==> config.mk <==
export PLATFORM = sky130hd
export DESIGN_NAME = rom_fetch_unit
export DESIGN_NICKNAME = d
export VERILOG_FILES = /design/src/rtl/rom_fetch_unit.sv
export SDC_FILE = /design/constraint.sdc
export NUM_CORES = 1
export LEC_CHECK = 0
export CAP_MARGIN = 20
export CELL_PAD_IN_SITES_DETAIL_PLACEMENT = 1
export CELL_PAD_IN_SITES_GLOBAL_PLACEMENT = 1
export CORE_ASPECT_RATIO = 1.5
export CORE_MARGIN = 10
export CORE_UTILIZATION = 25
export CTS_CLUSTER_DIAMETER = 30
export DETAILED_ROUTE_END_ITERATION = 8
export DONT_BUFFER_PORTS = 1
export PLACE_DENSITY_LB_ADDON = 0.05
export RECOVER_POWER = 50
export SYNTH_ARGS = -nofsm -noshare
export SYNTH_HDL_FRONTEND = slang
export SYNTH_SLANG_ARGS = --single-unit
==> constraint.sdc <==
create_clock -name clka -period 2.4 [get_ports clka]
set_input_delay 0 -clock clka [delete_from_list [all_inputs] [get_ports clka]]
set_output_delay 0 -clock clka [all_outputs]
set_load 0.01 [all_outputs]
==> src/rtl/rom_fetch_unit.sv <==
`default_nettype none
// ============================================================================
// Module   : rom_fetch_unit
// Brief    : Instruction fetch stage for a synchronous-read ROM. Absorbs the
//            one-cycle read latency and buffers words behind a valid/ready
//            handshake. Redirects flush buffered and in-flight fetches.
// Revision : 1.0 - initial release
// ============================================================================
module rom_fetch_unit #(
    parameter int ADDR_W     = 32,
    parameter int DATA_W     = 32,
    parameter int RESET_PC   = 0,
    parameter int ROM_BYTES  = 4096,
    parameter int FIFO_DEPTH = 4
) (
    input  logic              clka,
    input  logic              rst_n,
    input  logic              fetch_en,
    input  logic              redirect_valid,
    input  logic [ADDR_W-1:0] redirect_addr,
    output logic              rom_ena,
    output logic [ADDR_W-1:0] rom_addra,
    input  logic [DATA_W-1:0] rom_douta,
    output logic              instr_valid,
    output logic [DATA_W-1:0] instr_data,
    output logic [ADDR_W-1:0] instr_addr,
    input  logic              instr_ready,
    output logic              misalign_err
);

    localparam int PW = $clog2(FIFO_DEPTH);
    localparam int CW = PW + 1;
    localparam logic [ADDR_W-1:0] c_pc_mask  = ADDR_W'(ROM_BYTES - 1);
    localparam logic [ADDR_W-1:0] c_reset_pc = ADDR_W'(RESET_PC);
    localparam logic [CW:0]       c_depth    = (CW+1)'(FIFO_DEPTH);

    logic [ADDR_W-1:0] r_pc;
    logic [ADDR_W-1:0] r_tag_addr;
    logic              r_inflight;
    logic              r_kill;
    logic              r_misalign;
    logic [CW-1:0]     r_count;
    logic [PW-1:0]     r_rd_ptr;
    logic [PW-1:0]     r_wr_ptr;
    logic [DATA_W-1:0] r_mem_data [FIFO_DEPTH];
    logic [ADDR_W-1:0] r_mem_addr [FIFO_DEPTH];

    logic [CW:0]       w_occupancy;
    logic              w_issue;
    logic              w_push;
    logic              w_pop;
    logic              w_valid;
    logic [ADDR_W-1:0] w_redirect_pc;

    // Occupancy counts the in-flight word so the FIFO always has room for it.
    assign w_occupancy   = {1'b0, r_count} + {{CW{1'b0}}, r_inflight};
    assign w_issue       = rst_n & fetch_en & ~redirect_valid & (w_occupancy < c_depth);
    assign w_valid       = (r_count != '0);
    assign w_pop         = w_valid & instr_ready;
    assign w_push        = r_inflight & ~r_kill & ~redirect_valid;
    assign w_redirect_pc = {redirect_addr[ADDR_W-1:2], 2'b00} & c_pc_mask;

    assign rom_ena      = w_issue;
    assign rom_addra    = r_pc;
    assign instr_valid  = w_valid;
    assign instr_data   = w_valid ? r_mem_data[r_rd_ptr] : '0;
    assign instr_addr   = w_valid ? r_mem_addr[r_rd_ptr] : '0;
    assign misalign_err = r_misalign;

    always_ff @(posedge clka or negedge rst_n) begin
        if (!rst_n) begin
            r_pc       <= c_reset_pc;
            r_tag_addr <= '0;
            r_inflight <= 1'b0;
            r_kill     <= 1'b0;
            r_misalign <= 1'b0;
            r_count    <= '0;
            r_rd_ptr   <= '0;
            r_wr_ptr   <= '0;
        end else begin
            r_inflight <= w_issue;
            if (w_issue) begin
                r_pc       <= (r_pc + ADDR_W'(4)) & c_pc_mask;
                r_tag_addr <= r_pc;
            end
            if (redirect_valid) begin
                r_pc     <= w_redirect_pc;
                r_kill   <= r_inflight | r_kill;
                r_count  <= '0;
                r_rd_ptr <= '0;
                r_wr_ptr <= '0;
                if (redirect_addr[1:0] != 2'b00) begin
                    r_misalign <= 1'b1;
                end
            end else begin
                r_kill  <= 1'b0;
                r_count <= r_count + CW'(w_push) - CW'(w_pop);
                if (w_push) begin
                    r_wr_ptr <= r_wr_ptr + 1'b1;
                end
                if (w_pop) begin
                    r_rd_ptr <= r_rd_ptr + 1'b1;
                end
            end
        end
    end

    // Storage needs no reset: outputs are masked to zero while empty.
    always_ff @(posedge clka) begin
        if (w_push) begin
            r_mem_data[r_wr_ptr] <= rom_douta;
            r_mem_addr[r_wr_ptr] <= r_tag_addr;
        end
    end

endmodule
`default_nettype wire

**Word level (Yosys, flattened, before mapping)**

Memories as Yosys holds them, arrays and structs flattened.
Cells that the tools add are included.

- Add/subtract/negate cells: 6
- Multipliers: 0
- Divide/modulo/power cells: 0
- Order comparisons: 1
- Equality and inequality tests: 0
- Shifts and indexed selects: 0
- Multiplexer cells: 12
- Bitwise logic cells: 9
- Reductions and logical operators: 6

Operators with widths:

| cell | number |
|---|---|
| $mux 32 | 4 |
| $add 12x3->12 const B | 1 |
| $mux 2 | 4 |
| $reduce_bool 2->1 | 4 |
| $and 1x1->1 | 6 |
| $add 2x1->2 const B | 2 |
| $add 3x1->4 | 1 |
| $lt 4x3->1 const B | 1 |
| $add 3x1->3 | 1 |
| $mux 1 | 3 |
| $mux 3 | 1 |
| $reduce_bool 3->1 | 1 |
| $sub 3x1->3 | 1 |
| $not 1->1 | 2 |
| $reduce_and 2->1 | 1 |
| $or 1x1->1 | 1 |

- Bits in registers: 74
- Latch bits: 0
- Memory bits (writable): 256
- Memory bits (read-only): 0
- Input port bits: 69
- Output and inout port bits: 99
- Word-level logic and storage cells: 44
- Memories kept: 2

Memory list:

| memory | depth | bits a word | rd ports | clocked after memory_dff | wr ports | line | text |
|---|---|---|---|---|---|---|---|
| r_mem_addr | 4 | 32 | 1 | 0 | 1 | 46 | `logic [ADDR_W-1:0] r_mem_addr [FIFO_DEPTH];` |
| r_mem_data | 4 | 32 | 1 | 0 | 1 | 45 | `logic [DATA_W-1:0] r_mem_data [FIFO_DEPTH];` |

**Longest topological paths before layout**

Gate-level depths: netlist of run 1.

- Word-level depth: 6
- Depth in mapped cells: 10
- Depth with buffers taken out: 10

**Worst setup path after synthesis of run 1**

No wires, ideal clock.

- Kind: register -> register
- Start: register r_count[2]
- End: register r_count[2]
- Library setup time: 0.131 ns
- Arrival time: 2.164 ns
- Required time: 2.269 ns
- Slack: 0.105 ns
- Cell stages (with the launch flop): 11
- Path buffers: 1
- Clock period less this slack: 2.295 ns
- Path through: dfrtp_1 > or3_1 > clkbuf_1 > and2_1 > ha_1 > inv_1 > ha_1 > inv_1 > fa_1 > xnor2_1 > nor2_1

- Word-level cells in the longest chain between the ends: 4
- Elaborated cells on any way between the ends: 5
- Classes of those cells: 2 x add/sub; 1 x mux; 1 x bitwise; 1 x reduce/logical

RTL lines:

| element | line | text |
|---|---|---|
| from (decl) | 42 | `logic [CW-1:0] r_count;` |
| from (signal assigned) | 97 | `r_count <= r_count + CW'(w_push) - CW'(w_pop);` |
| parallel branches: the longest is 2 deep, another holds $add 3x1->3 | - |  |
| $sub 3x1->3 (*) | 97 |  |
| $mux 3 (*) | 86 | `if (redirect_valid) begin` |

Mark *: on every way between the ends.
A chain may end at the register's enable or synchronous reset.

**Worst setup path after layout of run 1**

Ends and elaborated chain as after synthesis.

==> qor.json, run 1 <==
{
  "buffer_ports.inserted": {"value": 0},
  "floorplan.die_area": {"value": 40800, "unit": "um2"},
  "placedCellCount": {"value": 872},
  "grt_antenna_before_repair": {"value": 0},
  "most_instantiated_library_cell_after_synthesis": {"value": "edfxtp_1"},
  "drt_first_iter_violations": {"value": 127},
  "total_power": {"value": 9.07, "unit": "mW"},
  "worst_slew_margin_rel": {"value": 38.0, "unit": "%"},
  "final_critical_path_setup_slack": {"value": 0.112, "unit": "ns"},
  "clkSlewWorstSetupHoldPaths": {"value": 0.08, "unit": "ns"},
  "clock.fmax": {"value": 0.437, "unit": "GHz"},
  "hold_viol": {"value": 0},
  "max-clock-path-buffers": {"value": 2},
  "hpwlAfterDp": {"value": 13.1, "unit": "mm"},
  "synth.cells.most_frequent": {"value": "edfxtp_1 (168), buf_4 (48), and2_1 (47)"},
  "worstRegToRegCells": {"value": 9},
  "clock_latency": {"value": 0.45, "unit": "ns"},
  "die_height": {"value": 242, "unit": "um"},
  "timing_worst_setup_path_type": {"value": "flip-flop to flip-flop"},
  "ant_nets": {"value": 0},
  "maximum_vdd_ir_drop": {"value": 0.444, "unit": "mV"},
  "synthDominantCellAreaShare": {"value": 61.2, "unit": "%"},
  "first_global_vias": {"value": 4664},
  "yosys_warnings": {"value": 0},
  "drt-total-wl": {"value": 20.2, "unit": "mm"},
  "die_width": {"value": 168, "unit": "um"},
  "initial_utilization": {"value": 25.3, "unit": "%"},
  "areaGrowthSynthToFinish": {"value": 18.3, "unit": "%"},
  "synth_seq_area_share": {"value": 70.3, "unit": "%"},
  "worst-path-max-fanout": {"value": 2},
  "instances_no_fill": {"value": 953},
  "share_of_flip_flops_with_an_asynchronous_set_or_reset_after_synthesis": {"value": 15.2, "unit": "%"},
  "numClockSinks": {"value": 198},
  "groute.usage.overall": {"value": 10.1, "unit": "%"},
  "grt_start_max_net_pins": {"value": 45},
  "timing.critical_path.arrival": {"value": 2.60, "unit": "ns"},
  "r2r-start": {"value": "r_count[2]"},
  "route.vias.total": {"value": 4078},
  "route.detailed.vias_per_inst": {"value": 4.28},
  "syn-mean-instance-area": {"value": 18.0, "unit": "um2"},
  "netlist_area": {"value": 8240, "unit": "um2"},
  "remaining_drc_errors": {"value": 0},
  "reg2reg_setup_slack": {"value": 0.11, "unit": "ns"},
  "timing.setup.tns": {"value": 0, "unit": "ns"},
  "std_cell_rows": {"value": 81},
  "layout_worst_path_cycle_share": {"value": 95.3, "unit": "%"},
  "critPathCaptureType": {"value": "flip-flop"},
  "maxCapViolations": {"value": 0},
  "tightestPinTransition": {"value": 0.930, "unit": "ns"},
  "netlist_top_cells_area": {"value": "edfxtp_1 (61%), mux4_2 (11%), dfrtp_1 (9.1%)"},
  "nNetsFinal": {"value": 604},
  "start_kind": {"value": "flip-flop"},
  "slew_violations": {"value": 0},
  "cts_buffers": {"value": 17},
  "pwr_density_cell": {"value": 931, "unit": "nW/um2"},
  "yosys.cell_types.count": {"value": 38},
  "synth_enable_flop_cells": {"value": 168},
  "detailedRoute.firstPassIterationCount": {"value": 4},
  "ioPinCount": {"value": 168},
  "origin_of_the_worst_setup_path": {"value": "r_count[2]"},
  "syn_inst": {"value": 458},
  "timing.critical_path.required": {"value": 2.71, "unit": "ns"},
  "antenna-diode-count": {"value": 0},
  "utilization": {"value": 29.9, "unit": "%"},
  "postSynthRegisterBits": {"value": 198},
  "clock-root-buffer": {"value": "clkbuf_16"},
  "cts_htree_levels": {"value": 4},
  "kind_of_path_behind_the_tightest_hold_check": {"value": "input port to flip-flop"},
  "wire_length_of_the_first_global_routing_pass": {"value": 30.5, "unit": "mm"},
  "post-synth-top-area-cell": {"value": "edfxtp_1"},
  "report.final.setup_viol": {"value": 0},
  "postSynth.topFlopCell": {"value": "edfxtp_1"},
  "skew": {"value": 0.0102, "unit": "ns"},
  "grt_setup_unrepaired": {"value": "false"},
  "final_period_minus_worst_setup_slack": {"value": 2.29, "unit": "ns"},
  "r2r-end": {"value": "r_count[2]"},
  "placeableCoreArea": {"value": 32600, "unit": "um2"},
  "pre_cts_ws": {"value": 0.0555, "unit": "ns"},
  "grt_remaining_overflow": {"value": 0},
  "place.gp.congestion": {"value": 0.663},
  "cts_setup_buffers": {"value": 0},
  "drive_gt1_share": {"value": 21.4, "unit": "%"},
  "leak": {"value": 3.21, "unit": "nW"},
  "run_status": {"value": "complete, no violations"},
  "wl_per_cell": {"value": 21.2, "unit": "um"},
  "tritoncts": {"value": "built"},
  "cp-endpoint": {"value": "r_count[2]"}
}
==> power breakdown <==
group          leakage (nW)  switching (mW)  total (mW)  internal (mW)
registers              1.86           0.240        4.22           3.98
logic                  1.09            1.18        2.13          0.951
clock network         0.259            1.28        2.72           1.44
==> sequential cells by signal (all words and copies together) (netlist names) <==
| signal | count |
|---|---|
| r_mem_addr | 40 |
| r_tag_addr | 10 |
| r_mem_data | 128 |
| r_kill | 1 |
| rom_addra | 10 |
| r_count | 3 |
| misalign_err | 1 |
| r_inflight | 1 |
| r_wr_ptr | 2 |
| r_rd_ptr | 2 |
==> metal layers <==
metal / up-vias / wire length (um) / track usage [%]
met5: - / 0 / 0
met4: 0 / 327 / 3.93
met3: 16 / 911 / 3.12
met2: 97 / 11300 / 18.5
met1: 2156 / 7750 / 10.5
li1: 1809 / - / -
==> final cells by class <==
class | instances | area (um2)
multi-input combinational | 232 | 2150
fill | 3381 | 22900
inverter | 7 | 26.3
clock inverter | 13 | 126
timing repair buffer | 70 | 702
clock buffer | 18 | 429
sequential | 198 | 5800
tap | 415 | 519
==> cells by family (layout without fill, tap and decap cells) <==
logic type      count (synthesis)  after routing  share of synthesized area [%]
fa+ha+maj                       9              9                           1.46
compound gates                 21             21                           1.70
simple gates                   99             99                           6.97
mux                            53             53                           13.0
other cells                     1             44                         0.0455
buf+inv                        71            108                           5.81
xor+xnor                        6              6                          0.729
flops                         198            198                           70.3
==> placed cells by master, fill, tap and decap left out, types with 10 or more instances in the layout <==
cell / synthesis / routed
mux2_2: 10 / 10
dlygate4sd3_1: 0 / 48
clkbuf_16: 0 / 17
nor2_1: 20 / 19
dfrtp_1: 30 / 28
conb_1: 1 / 44
mux4_2: 42 / 42
edfxtp_1: 168 / 168
buf_4: 48 / 15
and2_1: 47 / 42
==> what timing repair did <==
action                     CTS  global route
hold endpoints to repair   188             0
hold buffers                50             0
resized for setup            1             2
setup endpoints to repair    1             1
==> how the worst min path moves through the flow <==
stage                         from           end  slack [ns]  depth (start not counted)
global placement             rst_n  rom_addra[4]       -0.29                          0
global route        redirect_valid    r_count[1]        0.07                          5
finish              redirect_valid    r_count[1]        0.07                          5
floorplan                    rst_n  misalign_err       -0.30                          0
CTS                          rst_n  rom_addra[7]        0.08                          3
detailed placement           rst_n  rom_addra[2]       -0.29                          0
==> metrics by stage <==
step	hold slack, ns	cell area, um2
global placement	-0.294	8690
floorplan	-0.296	8400
global route	0.0674	9750
finish	0.0726	9750
CTS	0.0814	9780
detailed placement	-0.293	8690
==> critical path, cell delays in order, from the launching register on <==
cell	delay (ns)
dfrtp_1	0.39
or3_2	0.49
and2_4	0.18
ha_1	0.28
inv_1	0.06
ha_1	0.13
inv_1	0.05
fa_1	0.37
xnor2_1	0.15
nor2_1	0.05
Note: power is estimated with default switching activity, not from simulation.
==> run 2: changes to the inputs <==
--- a/config.mk
+++ b/config.mk
@@ -5,6 +5,7 @@
 export SDC_FILE = /design/constraint.sdc
 export NUM_CORES = 1
 export LEC_CHECK = 0
+export BUFFER_PORTS_ARGS = -buffer_cell sky130_fd_sc_hd__buf_2
 export CAP_MARGIN = 20
 export CELL_PAD_IN_SITES_DETAIL_PLACEMENT = 1
 export CELL_PAD_IN_SITES_GLOBAL_PLACEMENT = 1
@@ -13,7 +14,6 @@
 export CORE_UTILIZATION = 25
 export CTS_CLUSTER_DIAMETER = 30
 export DETAILED_ROUTE_END_ITERATION = 8
-export DONT_BUFFER_PORTS = 1
 export PLACE_DENSITY_LB_ADDON = 0.05
 export RECOVER_POWER = 50
 export SYNTH_ARGS = -nofsm -noshare
==> run 2 against run 1 <==
  * Clock skew down 0.0016 ns
  * Critical endpoint unchanged
  * Critical path type unchanged
  * Register-to-register slack about the same
  * Critical path depth unchanged
==> qor.json, run 2 (synthesis gave the netlist of run 1 again) <==
{
  "run_status": {"value": "complete, no violations", "change": "unchanged"},
  "buffer_ports.inserted": {"value": 103, "change": "was 0"},
  "utilization": {"value": 31.2, "unit": "%", "change": "was 29.9%"},
  "clkSlewWorstSetupHoldPaths": {"value": 0.07, "unit": "ns", "change": "was 0.08 ns"},
  "wire_length_of_the_first_global_routing_pass": {"value": 31.8, "unit": "mm", "change": "was 30.5 mm"},
  "hpwlAfterDp": {"value": 13.1, "unit": "mm", "change": "about the same"},
  "cts_htree_levels": {"value": 4, "change": "unchanged"},
  "cts_buffers": {"value": 17, "change": "unchanged"},
  "flip_flop_count_of_the_largest_register_after_layout": {"value": 128, "change": "unchanged"},
  "largest_registers": {"value": "r_mem_data x128, r_mem_addr x40", "change": "unchanged"},
  "max-clock-path-buffers": {"value": 2, "change": "unchanged"},
  "met3_usage": {"value": 2.86, "unit": "%", "change": "was 3.12%"},
  "worst-path-max-fanout": {"value": 2, "change": "unchanged"},
  "clock-root-buffer": {"value": "clkbuf_16", "change": "unchanged"},
  "leak": {"value": 3.54, "unit": "nW", "change": "was 3.21 nW"},
  "post-route-cell-area": {"value": 10200, "unit": "um2", "change": "was 9750 um2"},
  "groute.usage.overall": {"value": 10.3, "unit": "%", "change": "was 10.1%"},
  "power.internal": {"value": 6.74, "unit": "mW", "change": "was 6.37 mW"},
  "drt_first_iter_violations": {"value": 182, "change": "was 127"},
  "total_power": {"value": 9.51, "unit": "mW", "change": "was 9.07 mW"},
  "pwr-share-seq": {"value": 43.9, "unit": "%", "change": "was 46.6%"},
  "die_width": {"value": 168, "unit": "um", "change": "unchanged"},
  "pwr_density_cell": {"value": 932, "unit": "nW/um2", "change": "was 931 nW/um2"},
  "placeableCoreArea": {"value": 32600, "unit": "um2", "change": "unchanged"},
  "detailedRoute.firstPassIterationCount": {"value": 4, "change": "unchanged"},
  "layout_worst_path_cycle_share": {"value": 94.9, "unit": "%", "change": "was 95.3%"},
  "floorplan.die_area": {"value": 40800, "unit": "um2", "change": "unchanged"},
  "remaining_drc_errors": {"value": 0, "change": "unchanged"},
  "timing.critical_path.arrival": {"value": 2.59, "unit": "ns", "change": "was 2.60 ns"},
  "numClockSinks": {"value": 198, "change": "unchanged"},
  "critPathCaptureType": {"value": "flip-flop", "change": "unchanged"},
  "timing.critical_path.required": {"value": 2.71, "unit": "ns", "change": "about the same"},
  "grt_remaining_overflow": {"value": 0, "change": "unchanged"},
  "registers.top_by_ff_count": {"value": "r_mem_data", "change": "unchanged"},
  "maxCapViolations": {"value": 0, "change": "unchanged"},
  "start_kind": {"value": "flip-flop", "change": "unchanged"},
  "net_switching_share_of_the_total_power": {"value": 29.2, "unit": "%", "change": "was 29.7%"},
  "hold_viol": {"value": 0, "change": "unchanged"},
  "cts_setup_buffers": {"value": 0, "change": "unchanged"},
  "p_comb_share": {"value": 26.8, "unit": "%", "change": "was 23.5%"},
  "first_global_vias": {"value": 5218, "change": "was 4664"},
  "switching_power_summed_over_all_nets": {"value": 2.77, "unit": "mW", "change": "was 2.70 mW"},
  "place.gp.congestion": {"value": 0.671, "change": "was 0.663"},
  "antenna-diode-count": {"value": 0, "change": "unchanged"},
  "grt_setup_unrepaired": {"value": "false", "change": "unchanged"},
  "areaGrowthSynthToFinish": {"value": 23.7, "unit": "%", "change": "was 18.3%"},
  "grtUsageMet1": {"value": 11.2, "unit": "%", "change": "was 10.5%"},
  "route.vias.total": {"value": 4396, "change": "was 4078"},
  "clock.fmax": {"value": 0.439, "unit": "GHz", "change": "was 0.437 GHz"},
  "report.final.setup_viol": {"value": 0, "change": "unchanged"},
  "layout_common_cells": {"value": "edfxtp_1 (168), buf_2 (58), dlygate4sd3_1 (48)", "change": "was edfxtp_1 (168), dlygate4sd3_1 (48), conb_1 (44)"},
  "final_critical_path_setup_slack": {"value": 0.121, "unit": "ns", "change": "was 0.112 ns"},
  "nNetsFinal": {"value": 701, "change": "was 604"},
  "final_period_minus_worst_setup_slack": {"value": 2.28, "unit": "ns", "change": "was 2.29 ns"},
  "initial_utilization": {"value": 25.3, "unit": "%", "change": "unchanged"},
  "power.clock.fraction": {"value": 29.4, "unit": "%", "change": "was 30.0%"},
  "pre_cts_ws": {"value": 0.146, "unit": "ns", "change": "was 0.0555 ns"},
  "grt_start_max_net_pins": {"value": 45, "change": "unchanged"},
  "die_height": {"value": 242, "unit": "um", "change": "unchanged"},
  "grt_antenna_before_repair": {"value": 0, "change": "unchanged"},
  "route.detailed.vias_per_inst": {"value": 4.18, "change": "was 4.28"},
  "tritoncts": {"value": "built", "change": "unchanged"},
  "clock_latency": {"value": 0.44, "unit": "ns", "change": "was 0.45 ns"},
  "timing_worst_setup_path_type": {"value": "flip-flop to flip-flop", "change": "unchanged"},
  "global_route.peak_usage_layer": {"value": "met2", "change": "unchanged"},
  "std_cell_rows": {"value": 81, "change": "unchanged"},
  "ioPinCount": {"value": 168, "change": "unchanged"},
  "kind_of_path_behind_the_tightest_hold_check": {"value": "input port to flip-flop", "change": "unchanged"},
  "worst_slew_margin_rel": {"value": 45.0, "unit": "%", "change": "was 38.0%"},
  "mostFrequentLayoutCell": {"value": "edfxtp_1", "change": "unchanged"},
  "timing.setup.tns": {"value": 0, "unit": "ns", "change": "unchanged"},
  "skew": {"value": 0.00866, "unit": "ns", "change": "was 0.0102 ns"},
  "slew_violations": {"value": 0, "change": "unchanged"},
  "drive_gt1_share": {"value": 26.3, "unit": "%", "change": "was 21.4%"},
  "drt-total-wl": {"value": 20.6, "unit": "mm", "change": "was 20.2 mm"},
  "tightestPinTransition": {"value": 0.825, "unit": "ns", "change": "was 0.930 ns"},
  "use_met2": {"value": 18.6, "unit": "%", "change": "was 18.5%"},
  "wl_per_cell": {"value": 19.6, "unit": "um", "change": "was 21.2 um"},
  "ant_nets": {"value": 0, "change": "unchanged"},
  "maximum_vdd_ir_drop": {"value": 0.444, "unit": "mV", "change": "about the same"},
  "placed_area": {"value": 9220, "unit": "um2", "change": "was 8690 um2"}
}
## run 2: cell count changes in the layout (fill, tap and decap cells not counted), moves of 3 or more
cell / change
inv_4: +4
clkinvlp_4: -5
clkbuf_1: +44
buf_4: -7
clkbuf_16: +3
buf_2: +58
clkinv_2: +4
## run 2: area by class of cell
| class | count | area [um2] |
|---|---|---|
| clock buffers | 21 | 514 |
| clock inverters | 11 | 63.8 |
| fillers | 3458 | 22400 |
| inverters | 7 | 26.3 |
| multi-input cells | 232 | 2140 |
| flip-flops and latches | 198 | 5800 |
| well taps | 415 | 519 |
| repair buffers | 167 | 1130 |
## run 2: final timing paths
path / startpoint / to / slack [ns] / cells past startpoint
setup / recovery: r_count[2] / r_count[2] / 0.12 / 9
hold / removal: fetch_en / rom_addra[3] / 0.03 / 4
setup reg to reg: r_count[2] / r_count[2] / 0.12 / 9
hold reg to reg: misalign_err / misalign_err / 0.47 / 1
max in group asynchronous: rst_n / r_rd_ptr[0] / 1.79 / 3
min in group asynchronous: rst_n / rom_addra[2] / 0.26 / 3
## run 2: stage by stage
stage	std cells	hold slack, ns
2_1_floorplan	501	-0.296
3_3_place_gp	971	0.155
3_5_place_dp	971	0.147
4_1_cts	1051	0.0163
5_1_grt	1051	0.0349
6_report	1051	0.0335
## run 2: metal layers
metal  vias up  wire, um  part of all wire (%)
met1      2290      8330                    40
met4         0       326                   1.6
met5         -         0                     0
li1       1996         -                     -
met3        16       736                   3.6
met2        94     11200                    54
## run 2: worst max-delay path, cell delays in order (launching register included)
cell and delay, ns:
dfrtp_1 0.37, or3_2 0.48, and2_1 0.20, ha_1 0.29, inv_1 0.06, ha_1 0.13, inv_1 0.05, fa_1 0.37
xnor2_1 0.14, nor2_1 0.05
## run 2: timing repair
item                                    in CTS  in global routing
endpoints found under the hold margin      174                  0
endpoints found under the setup margin       1                  1
pin swaps                                    0                  0
resized for setup                            1                  1
hold buffers                                48                  0
## run 2: power by group through the flow
| stage | Clock, mW | Combinational [mW] | Sequential (mW) |
|---|---|---|---|
| floorplan | 0 | 1.64 | 4.17 |
| global placement | 0 | 2.61 | 4.23 |
| detailed placement | 0 | 2.62 | 4.25 |
| CTS | 2.91 | 2.70 | 4.18 |
| global route | 3.04 | 2.85 | 4.21 |
| finish | 2.79 | 2.55 | 4.17 |
